$ cat src/rtl/mskaes_rb_seq_if.sv
`default_nettype none
// +----------------------------------------------------------------------------+
// | mskaes_rb_seq_if : block handshake and round-logic bus of the sequencer    |
// | Rev 1.0                                                                    |
// +----------------------------------------------------------------------------+
interface mskaes_rb_seq_if #(
  parameter int d = 2
);
  logic             in_valid;
  logic             in_ready;
  logic [128*d-1:0] sh_plaintext;
  logic [128*d-1:0] sh_key;
  logic             abort;
  logic [128*d-1:0] rl_state_in;
  logic [128*d-1:0] rl_key_in;
  logic [7:0]       rl_rcon;
  logic             rl_last;
  logic             rl_clean;
  logic [128*d-1:0] rl_state_out;
  logic [128*d-1:0] rl_key_out;
  logic             rnd_en;
  logic             out_valid;
  logic             out_ready;
  logic [128*d-1:0] sh_ciphertext;

  modport slave (
    input  in_valid, sh_plaintext, sh_key, abort, rl_state_out, rl_key_out, out_ready,
    output in_ready, rl_state_in, rl_key_in, rl_rcon, rl_last, rl_clean, rnd_en,
           out_valid, sh_ciphertext
  );

  modport master (
    output in_valid, sh_plaintext, sh_key, abort, rl_state_out, rl_key_out, out_ready,
    input  in_ready, rl_state_in, rl_key_in, rl_rcon, rl_last, rl_clean, rnd_en,
           out_valid, sh_ciphertext
  );
endinterface
`default_nettype wire

$ cat src/rtl/mskaes_rb_seq.sv
`default_nettype none
// +----------------------------------------------------------------------------+
// | mskaes_rb_seq : round sequencer for an external masked AES round datapath |
// | Rev 1.0                                                                    |
// +----------------------------------------------------------------------------+
module mskaes_rb_seq #(
  parameter int d       = 2,
  parameter int LATENCY = 4,
  parameter int NR      = 10
) (
  input wire             clk,
  input wire             rst,
  mskaes_rb_seq_if.slave bus
);

  localparam int              c_w        = 128 * d;
  localparam int              c_cw       = $clog2(LATENCY + 1);
  localparam logic [c_cw-1:0] c_cnt_last = c_cw'(LATENCY);
  localparam logic [3:0]      c_nr       = 4'(NR);

  if (!(NR == 10 || NR == 12 || NR == 14)) begin : g_bad_nr
    $error("mskaes_rb_seq: NR must be 10, 12 or 14");
  end
  if (d < 2) begin : g_bad_d
    $error("mskaes_rb_seq: d must be at least 2");
  end
  if (LATENCY < 1) begin : g_bad_latency
    $error("mskaes_rb_seq: LATENCY must be at least 1");
  end

  typedef enum logic [1:0] {
    S_IDLE  = 2'd0,
    S_RUN   = 2'd1,
    S_HOLD  = 2'd2,
    S_FLUSH = 2'd3
  } state_t;

  state_t          state_q, state_d;
  logic [c_cw-1:0] cnt_q, cnt_d;
  logic [3:0]      round_q, round_d;
  logic [7:0]      rcon_q, rcon_d;
  logic [c_w-1:0]  st_q, st_d;
  logic [c_w-1:0]  key_q, key_d;
  logic [c_w-1:0]  ct_q, ct_d;

  function automatic logic [7:0] xtime(input logic [7:0] b);
    return {b[6:0], 1'b0} ^ (b[7] ? 8'h1b : 8'h00);
  endfunction

  always_ff @(posedge clk or posedge rst) begin
    if (rst) begin
      state_q <= S_IDLE;
      cnt_q   <= '0;
      round_q <= '0;
      rcon_q  <= '0;
      st_q    <= '0;
      key_q   <= '0;
      ct_q    <= '0;
    end else begin
      state_q <= state_d;
      cnt_q   <= cnt_d;
      round_q <= round_d;
      rcon_q  <= rcon_d;
      st_q    <= st_d;
      key_q   <= key_d;
      ct_q    <= ct_d;
    end
  end

  always_comb begin
    state_d = state_q;
    cnt_d   = cnt_q;
    round_d = round_q;
    rcon_d  = rcon_q;
    st_d    = st_q;
    key_d   = key_q;
    ct_d    = ct_q;
    case (state_q)
      S_IDLE: begin
        if (bus.in_valid) begin
          // Initial AddRoundKey is a bitwise XOR, so it stays inside each share.
          st_d    = bus.sh_plaintext ^ bus.sh_key;
          key_d   = bus.sh_key;
          cnt_d   = '0;
          round_d = 4'd1;
          rcon_d  = 8'h01;
          state_d = S_RUN;
        end
      end
      S_RUN: begin
        if (bus.abort) begin
          st_d    = '0;
          key_d   = '0;
          cnt_d   = '0;
          round_d = '0;
          rcon_d  = '0;
          state_d = S_FLUSH;
        end else if (cnt_q == c_cnt_last) begin
          // Round logic result is valid only on the last cycle of the round window.
          cnt_d = '0;
          if (round_q == c_nr) begin
            ct_d    = bus.rl_state_out;
            st_d    = '0;
            key_d   = '0;
            round_d = '0;
            rcon_d  = '0;
            state_d = S_HOLD;
          end else begin
            st_d    = bus.rl_state_out;
            key_d   = bus.rl_key_out;
            round_d = round_q + 4'd1;
            rcon_d  = xtime(rcon_q);
          end
        end else begin
          cnt_d = cnt_q + c_cw'(1);
        end
      end
      S_HOLD: begin
        if (bus.out_ready) begin
          ct_d    = '0;
          cnt_d   = '0;
          state_d = S_FLUSH;
        end
      end
      S_FLUSH: begin
        st_d  = '0;
        key_d = '0;
        if (cnt_q == c_cnt_last) begin
          cnt_d   = '0;
          state_d = S_IDLE;
        end else begin
          cnt_d = cnt_q + c_cw'(1);
        end
      end
      default: begin
        state_d = S_IDLE;
      end
    endcase
  end

  // Round-logic buses carry data only while a round is in flight; zeros otherwise flush it.
  assign bus.in_ready      = (state_q == S_IDLE);
  assign bus.rl_state_in   = (state_q == S_RUN) ? st_q : '0;
  assign bus.rl_key_in     = (state_q == S_RUN) ? key_q : '0;
  assign bus.rl_rcon       = (state_q == S_RUN) ? rcon_q : 8'h00;
  assign bus.rl_last       = (state_q == S_RUN) && (round_q == c_nr);
  assign bus.rl_clean      = (state_q == S_FLUSH);
  assign bus.rnd_en        = (state_q == S_RUN) || (state_q == S_FLUSH);
  assign bus.out_valid     = (state_q == S_HOLD);
  assign bus.sh_ciphertext = (state_q == S_HOLD) ? ct_q : '0;

endmodule
`default_nettype wire

$ cat src/flat_wrapper.sv
// flat-port wrapper written by rule: the top's interface ports become plain ports
module mskaes_rb_seq_flat 
#(
  parameter int d       = 2,
  parameter int LATENCY = 4,
  parameter int NR      = 10
)
  (clk, rst, bus_in_valid, bus_sh_plaintext, bus_sh_key, bus_abort, bus_rl_state_out, bus_rl_key_out, bus_out_ready, bus_in_ready, bus_rl_state_in, bus_rl_key_in, bus_rl_rcon, bus_rl_last, bus_rl_clean, bus_rnd_en, bus_out_valid, bus_sh_ciphertext);
  mskaes_rb_seq_if #(.d(d)) bus_i ();
  input wire clk;
  input wire rst;
  input wire logic [$bits(bus_i.in_valid)-1:0] bus_in_valid;
  input wire logic [$bits(bus_i.sh_plaintext)-1:0] bus_sh_plaintext;
  input wire logic [$bits(bus_i.sh_key)-1:0] bus_sh_key;
  input wire logic [$bits(bus_i.abort)-1:0] bus_abort;
  input wire logic [$bits(bus_i.rl_state_out)-1:0] bus_rl_state_out;
  input wire logic [$bits(bus_i.rl_key_out)-1:0] bus_rl_key_out;
  input wire logic [$bits(bus_i.out_ready)-1:0] bus_out_ready;
  output wire logic [$bits(bus_i.in_ready)-1:0] bus_in_ready;
  output wire logic [$bits(bus_i.rl_state_in)-1:0] bus_rl_state_in;
  output wire logic [$bits(bus_i.rl_key_in)-1:0] bus_rl_key_in;
  output wire logic [$bits(bus_i.rl_rcon)-1:0] bus_rl_rcon;
  output wire logic [$bits(bus_i.rl_last)-1:0] bus_rl_last;
  output wire logic [$bits(bus_i.rl_clean)-1:0] bus_rl_clean;
  output wire logic [$bits(bus_i.rnd_en)-1:0] bus_rnd_en;
  output wire logic [$bits(bus_i.out_valid)-1:0] bus_out_valid;
  output wire logic [$bits(bus_i.sh_ciphertext)-1:0] bus_sh_ciphertext;
  assign bus_i.in_valid = bus_in_valid;
  assign bus_i.sh_plaintext = bus_sh_plaintext;
  assign bus_i.sh_key = bus_sh_key;
  assign bus_i.abort = bus_abort;
  assign bus_i.rl_state_out = bus_rl_state_out;
  assign bus_i.rl_key_out = bus_rl_key_out;
  assign bus_i.out_ready = bus_out_ready;
  assign bus_in_ready = bus_i.in_ready;
  assign bus_rl_state_in = bus_i.rl_state_in;
  assign bus_rl_key_in = bus_i.rl_key_in;
  assign bus_rl_rcon = bus_i.rl_rcon;
  assign bus_rl_last = bus_i.rl_last;
  assign bus_rl_clean = bus_i.rl_clean;
  assign bus_rnd_en = bus_i.rnd_en;
  assign bus_out_valid = bus_i.out_valid;
  assign bus_sh_ciphertext = bus_i.sh_ciphertext;
  mskaes_rb_seq #(.d(d), .LATENCY(LATENCY), .NR(NR)) u_core (.clk(clk), .rst(rst), .bus(bus_i));
endmodule
$ cat config.mk
export PLATFORM = sky130hd
export DESIGN_NAME = mskaes_rb_seq_flat
export DESIGN_NICKNAME = d
export VERILOG_FILES = /design/src/rtl/mskaes_rb_seq_if.sv /design/src/rtl/mskaes_rb_seq.sv /design/src/flat_wrapper.sv
export SDC_FILE = /design/constraint.sdc
export NUM_CORES = 2
export LEC_CHECK = 0
export CAP_MARGIN = 20
export CORE_AREA = 2 2 706 708
export CTS_BUF_LIST = sky130_fd_sc_hd__clkbuf_4
export DETAILED_ROUTE_END_ITERATION = 6
export DIE_AREA = 0 0 708 710
export DONT_BUFFER_PORTS = 1
export HOLD_SLACK_MARGIN = 0.06
export SLEW_MARGIN = 20
export SYNTH_ARGS = -nofsm -noshare
export SYNTH_HDL_FRONTEND = slang
export SYNTH_SLANG_ARGS = --single-unit
export TNS_END_PERCENT = 5
$ cat constraint.sdc
create_clock -name clk -period 46.2 [get_ports clk]
set_clock_uncertainty 0.1 [all_clocks]
set_input_delay 9.24 -clock clk [delete_from_list [all_inputs] [get_ports clk]]
set_output_delay 9.24 -clock clk [all_outputs]
set_load 0.005 [all_outputs]
* Yosys cells after proc, flatten, opt, wreduce, memory -nomap -nowiden *
Cells that the tools add are included.

operators by class
  add/subtract/negate cells = 2
  eq/ne operators = 13
  muxes and demuxes = 42
  bitwise operators = 2
  reduce and logical (&&, ||, !) cells = 11

operators by type and width
  kind                                                                      number
  256-bit two-way mux                                                       15
  256-bit one-hot mux with 3 select lines                                   2
  256-bit one-hot mux with 2 select lines                                   1
  256-bit XOR                                                               1
  8-bit two-way mux                                                         5
  4-bit two-way mux                                                         4
  8-bit one-hot mux with 2 select lines                                     1
  2-bit two-way mux                                                         6
  3-bit two-way mux                                                         4
  3-bit one-hot mux with 4 select lines                                     1
  5-bit AND reduction                                                       2
  2-bit one-hot mux with 4 select lines                                     1
  4-bit one-hot mux with 2 select lines                                     1
  8-bit XOR                                                                 1
  2-bit by 1-bit inequality test with 1-bit output (second input constant)  3
  2-bit inequality test (second input constant)                             3
  3-bit by 2-bit inequality test with 1-bit output (second input constant)  2
  3-bit AND reduction                                                       2
  5-bit two-way mux                                                         1
  4-bit by 1-bit adder with 4-bit output (second input constant)            1
  2-bit == test (second input constant)                                     2
  4-bit == test (second input constant)                                     1
  2-bit nonzero test                                                        2
  3-bit by 1-bit adder with 3-bit output (second input constant)            1
  other kinds (7)                                                           7

storage, ports and cells
  word-level logic and storage cells = 77
  output and inout bits = 781
  input port bits = 1029
  register bits after elaboration = 785

* Logic depth before layout (Yosys ltp) *
  word-level depth = 6
  depth in mapped cells = 12
  mapped depth without buffers = 7

* Worst setup path before layout *
No wires, ideal clock.

  kind = reg-to-output
  start point = register u_core.state_q[1]
  end point = output port bus_rl_state_in[100]
  stages on the path, launching flop included = 8
  buffers on the path = 4
  path slack = 35.160 ns
  data arrival time = 1.700 ns
  data required time = 36.860 ns
  cells stage by stage = dfrtp_1 -> inv_1 -> ha_1 -> buf_2 -> clkbuf_1 -> clkbuf_1 -> clkbuf_1 -> and2_1

between the ends
  longest elaborated chain between the ends = 2

RTL lines
  element                                   RTL line              text
  start: declaration                        mskaes_rb_seq.sv:38   state_t state_q, state_d;
  start signal: assignment                  mskaes_rb_seq.sv:60   state_q <= state_d;
  2-bit by 1-bit == test with 1-bit output  mskaes_rb_seq.sv:143  assign bus.rl_state_in = (state_q == S_RUN) ? st_q : '0;
  256-bit two-way mux                       mskaes_rb_seq.sv:143
  end: declaration                          flat_wrapper.sv:20    output wire logic [$bits(bus_i.rl_state_in)-1:0] bus_rl_state_in;

No other way between the ends.

* Worst setup path after layout *
  start point = register u_core.state_q[0]
  end point = output port bus_sh_ciphertext[75]

between the ends
  longest elaborated chain between the ends = 2

RTL lines
  element              RTL line              text
  2-bit == test        mskaes_rb_seq.sv:150  assign bus.sh_ciphertext = (state_q == S_HOLD) ? ct_q : '0;
  256-bit two-way mux  mskaes_rb_seq.sv:150
  end: declaration     flat_wrapper.sv:27    output wire logic [$bits(bus_i.sh_ciphertext)-1:0] bus_sh_ciphertext;

No other way between the ends.

==> metrics.txt <==
status finished clean; mux contribution to synthesized area less than 1%; worst-path cell chain inv_1, ha_4, buf_4, and2_1; Hold Path End u_core.st_q[24]; worst slew pin tran 1.181 ns; hpwl dp approximately 340000 um; Net count, final 5066; pin count of the biggest net entering global routing roughly 250; RSZ-0062 raised after global routing no; DIE WIDTH between 700 and 800 um; top cells by count, synth dfrtp_1 (785), and2_1 (779), nand2_1 (528), a22oi_1 (512), o21ai_1 (400); CP startpoint kind flip-flop; DRT antenna net count 0; Worst VDD drop ~63 uV; adder-cell share of the synthesized area less than 1%; register area a little under 0.02 sq mm; Seq/Total Area, Yosys between 40% and 50%; Final Hold Viols 0; Max Cap Viol 0; Yosys warning total 0; Setup TNS 0 ns; Setup Crit Path Kind reg2out; r2r startpoint u_core.state_q[1]; vias in the first global route between 30000 and 40000; Crit path required time roughly 37 ns; fraction of layout cells with a size suffix above 1 between 10 and 15%; Rows approximately 260; Cells after Synth 4070; flops & latches, synth between 700 and 800; TritonCTS clock tree built; Top Ports 1810; Hold Crit Start u_core.st_q[24]; synthesized area around 0.040 sq mm; top cells by area, synth dfrtp_1 (49%), and2_1 (12%), a22oi_1 (9.7%); slowest CP cell and2_1; Buf/Inv on CP 2; Power Density roughly 65 mW/mm^2; synth unique cells 43; Initial Utilization ~8.0%; worst reg2reg path depth 12; Synth Net Count between 5000 and 6000; worst-path fanout max 47; Tmin final roughly 14 ns; Max Slew Vio Count 0; residual DRC count 0; vias per inst 3.312; RD Place Congestion around 1.0; clk_lat worst skew 1.38 ns; fraction of registers with async set/reset 100.0%; Area Overhead vs Synth 26.99%; DR WL/cell about 36 um; simple-gate portion of the synthesized area 17.62%; final setup fails 0; Detailed Route Iter0 Violations ~4300; final instance area between 0.05 and 0.06 sq mm; Hold Crit Depth 2; Top delay family on crit path simple AND/OR/NAND/NOR gates; r2r endpoint u_core.key_q[217]; vias 36130; drt total wl 397400 um; Pwr Total between 3 and 4 mW; CTS Buf Count approximately 270; number of synthesized flops with an enable pin 0; Hold WC Path Type reg2reg; CTS clk-pin slew, worst paths approximately 0.060 ns; H-tree depth 5; Lkg Pwr a little under 20 nW; first-pass GRT wire length between 400000 and 500000 um; Synth Area in Compound Gates 22.28%; total track usage 15.00%; area of the multi-input gates around 0.018 sq mm; Placed Cells 10290; Worst EP arrival roughly 4.3 ns; period utilization between 20% and 30%; Num Clock Sinks approximately 800; R2R Setup Slk approximately 40 ns; Worst path max stage delay between 0.9 and 1 ns; area of the core 0.4955 sq mm; Worst Setup End Kind output port; TritonRoute pass-1 iters 7; Top FF cell, synth dfrtp_1; Hold WS between 0.3 and 0.4 ns; dpl cell area roughly 0.047 sq mm; XOR/XNOR share of the synthesized area 5.711%; initial antenna violation count 230; most frequent cell after synthesis dfrtp_1; Post-Syn Area per Cell 9.759 sq um; Yosys top cell by area dfrtp_1; Clock Path Buffers 4; largest family of logic cells by synthesized area compound AO/OA/AOI/OAI gates; post-synth top area share between 40% and 50%; worst rel slew slack a little over a fifth; Post CTS Setup Buffer Count 0; DIE HEIGHT 710 um; hold_buf cts 0; grt ovf 0; root buf cell clkbuf_4; Filler cells between 50000 and 60000; Post-Layout Cell Count approximately 11000; die area about 0.50 sq mm; Max Freq roughly 73 MHz; post-cts sizing count 0; IO buf count 0
per-layer routing:
layer,track usage (%),vias up,wire (um)
met5,0,-,1115
met2,22.58,2750,174800
li1,-,14420,-
met3,8.991,820,55410
met1,16.19,17980,142200
met4,8.643,156,23890
layout by cell type (no fill, tap or decap), drive strengths merged, types with 8 or more instances in the layout:
master,count
bufinv,9
and2,779
nand2,528
inv,19
a22o,256
o21ai,520
xor2,256
diode,183
buf,64
clkbuf,351
clkinv,64
dfrtp,785
ha,8
a22oi,512
layout make-up:
type	count	share of cell area [%]
multi-input combinational	2902	36.22
tap	6525	16.19
clock inverter	87	1.233
sequential	785	38.95
timing repair buffer	64	1.191
antenna	183	0.9079
inverter	10	0.08931
clock buffer	351	5.224
logic make-up after synthesis:
| logic type | Yosys count |
|---|---|
| adders and majority gates | 8 |
| buffers and inverters | 383 |
| xor gates and xnor gates | 259 |
| AOI/OAI and AO/OA | 1308 |
| and+or+nand+nor | 1326 |
| muxes | 1 |
| DFF | 785 |
where the power goes:
part	total, mW	switching [mW]	internal, mW	leakage (nW)
logic	1.41	1.03	0.377	7.43
registers	1.08	0.180	0.901	10.3
clock network	0.800	0.398	0.402	1.92
total	3.29	1.61	1.68	19.7
metrics by stage:
step / setup slack (ns) / utilization, %
2_1_floorplan: 14.82 / -
3_3_place_gp: 32.93 / 9.424
3_5_place_dp: 32.87 / 9.424
4_1_cts: 32.11 / 10.08
5_1_grt: 32.09 / 10.13
6_report: 32.55 / 10.18
state kept, by name, summed over array words and instances, names as in the netlist:
signal          flops
u_core.cnt_q        3
u_core.ct_q       256
u_core.key_q      256
u_core.rcon_q       8
u_core.round_q      4
u_core.st_q       256
u_core.state_q      2
tightest hold or removal path: stages (launching register included):
cell and delay [ns]:
dfrtp_1 0.33, nand2_1 0.05, o21ai_0 0.06
worst max path at each step:
stage	slack (ns)	endpoint	from	cells after the start
4_1_cts	32.11	bus_sh_ciphertext[78]	u_core.state_q[0]	4
5_1_grt	32.09	bus_rl_key_in[182]	u_core.state_q[1]	4
2_1_floorplan	14.82	u_core.cnt_q[0]	rst	1
6_report	32.55	bus_sh_ciphertext[75]	u_core.state_q[0]	4
3_3_place_gp	32.93	u_core.st_q[229]	bus_abort	8
3_5_place_dp	32.87	u_core.st_q[227]	bus_abort	7
(Power assumes the default switching activity.)
==> edit (same flow settings) <==
`LATENCY` is set to 4 in 2 places; all go to 8.
--- a/src/rtl/mskaes_rb_seq.sv
+++ b/src/rtl/mskaes_rb_seq.sv
@@ -6,5 +6,5 @@
 module mskaes_rb_seq #(
   parameter int d       = 2,
-  parameter int LATENCY = 4,
+  parameter int LATENCY = 8,
   parameter int NR      = 10
 ) (
--- a/src/flat_wrapper.sv
+++ b/src/flat_wrapper.sv
@@ -3,5 +3,5 @@
 #(
   parameter int d       = 2,
-  parameter int LATENCY = 4,
+  parameter int LATENCY = 8,
   parameter int NR      = 10
 )
Function: not settled (the Yosys comparison gave no result); the edit may change what the design does.
==> edit against the unedited design <==
The run now ends with DRC left; fmax decreased by 11%; register-to-register slack got worse by 70 ps; setup slack got worse by 1600 ps; design area grew 0.26%; sequential cell count rose by 1; combinational power increased by 22%; sequential power up 6%; routed wire length increased by 2.9%; synthesized area increased by 1.6%; total power grew 9.6%; clock power decreased by 7.1%; largest cell class unchanged.
==> edit: results <==
[cells_and_area]
n_clock_buffer = 344
antenna_cells = 122
nNetsFinal = 5065
fillers = 57312
buffer_area_frac = 0.0136

[clocking]
cts_max_level = 4
numCtsBuffers = 245

[status]
outcome = "finished, violations left"
violations = "DRC"

[setup_path]
slowest_stage = "ha_4"
slowest_delay_ps = 600
crit_arrival_ps = 5940
r2r_cells = 11
endpoint = "bus_rl_state_in[238]"
path_delay_family = "buffers and inverters"
r2r-end = "u_core.key_q[98]"
crit_start = "u_core.state_q[1]"

[synth]
synth_common_cells = "786 x dfrtp_1, 777 x and2_1, 515 x nor2_1"
synth_compound_area_frac = 0.229
synth-xor-area-share = 0.0562
ys_types = 40
synth_fp_nets = 5121

[placed_design]
dp_hpwl_um = 352000
gp_congestion = 1.01

[worst_hold_path]
hold_end = "u_core.ct_q[7]"
holdCritStartpoint = "u_core.ct_q[7]"

[pwr]
power_leakage_nw = 19.2
seqPwrFrac = 0.317

[timing]
relSlewSlack = 0.177

[drt]
drcViolationCount = 3
routed_wirelength_um = 409000
drtIter0Drc = 4490

[global_route]
antenna_found_initial = 250
grt_max_degree = 175
grt_pass1_wl_um = 481000
[edit: cell count changes in the layout (fill, tap and decap cells not counted), sizes merged, moves of 7 or more]
cell | unedited run | this run
diode | 183 | 122
nand2 | 528 | 16
o21ai | 520 | 13
nor2 | 4 | 517
a21oi | 4 | 520
clkbuf | 351 | 344
bufinv | 9 | 2
buf | 64 | 71
[edit: stage by stage]
stage | hold WS (ps) | std cells | total power [mW] | setup WS (ps) | cell area [um^2]
after floorplan | 363 | 4083 | 2.33 | 14790 | 40300
after global placement | 379 | 10304 | 2.85 | 32240 | 47200
after detailed placement | 383 | 10304 | 2.87 | 32130 | 47200
after CTS | 400 | 10725 | 3.65 | 30320 | 50200
after global routing | 410 | 10776 | 3.86 | 30420 | 50400
final | 395 | 10848 | 3.61 | 30920 | 50600
[edit: metal layers]
layer	up-vias	routed length [um]	track usage
met5	-	1520	0.00305
met4	214	15200	0.0588
met3	714	66300	0.108
met2	2678	177000	0.230
met1	18299	149000	0.170
li1	14400	-	-
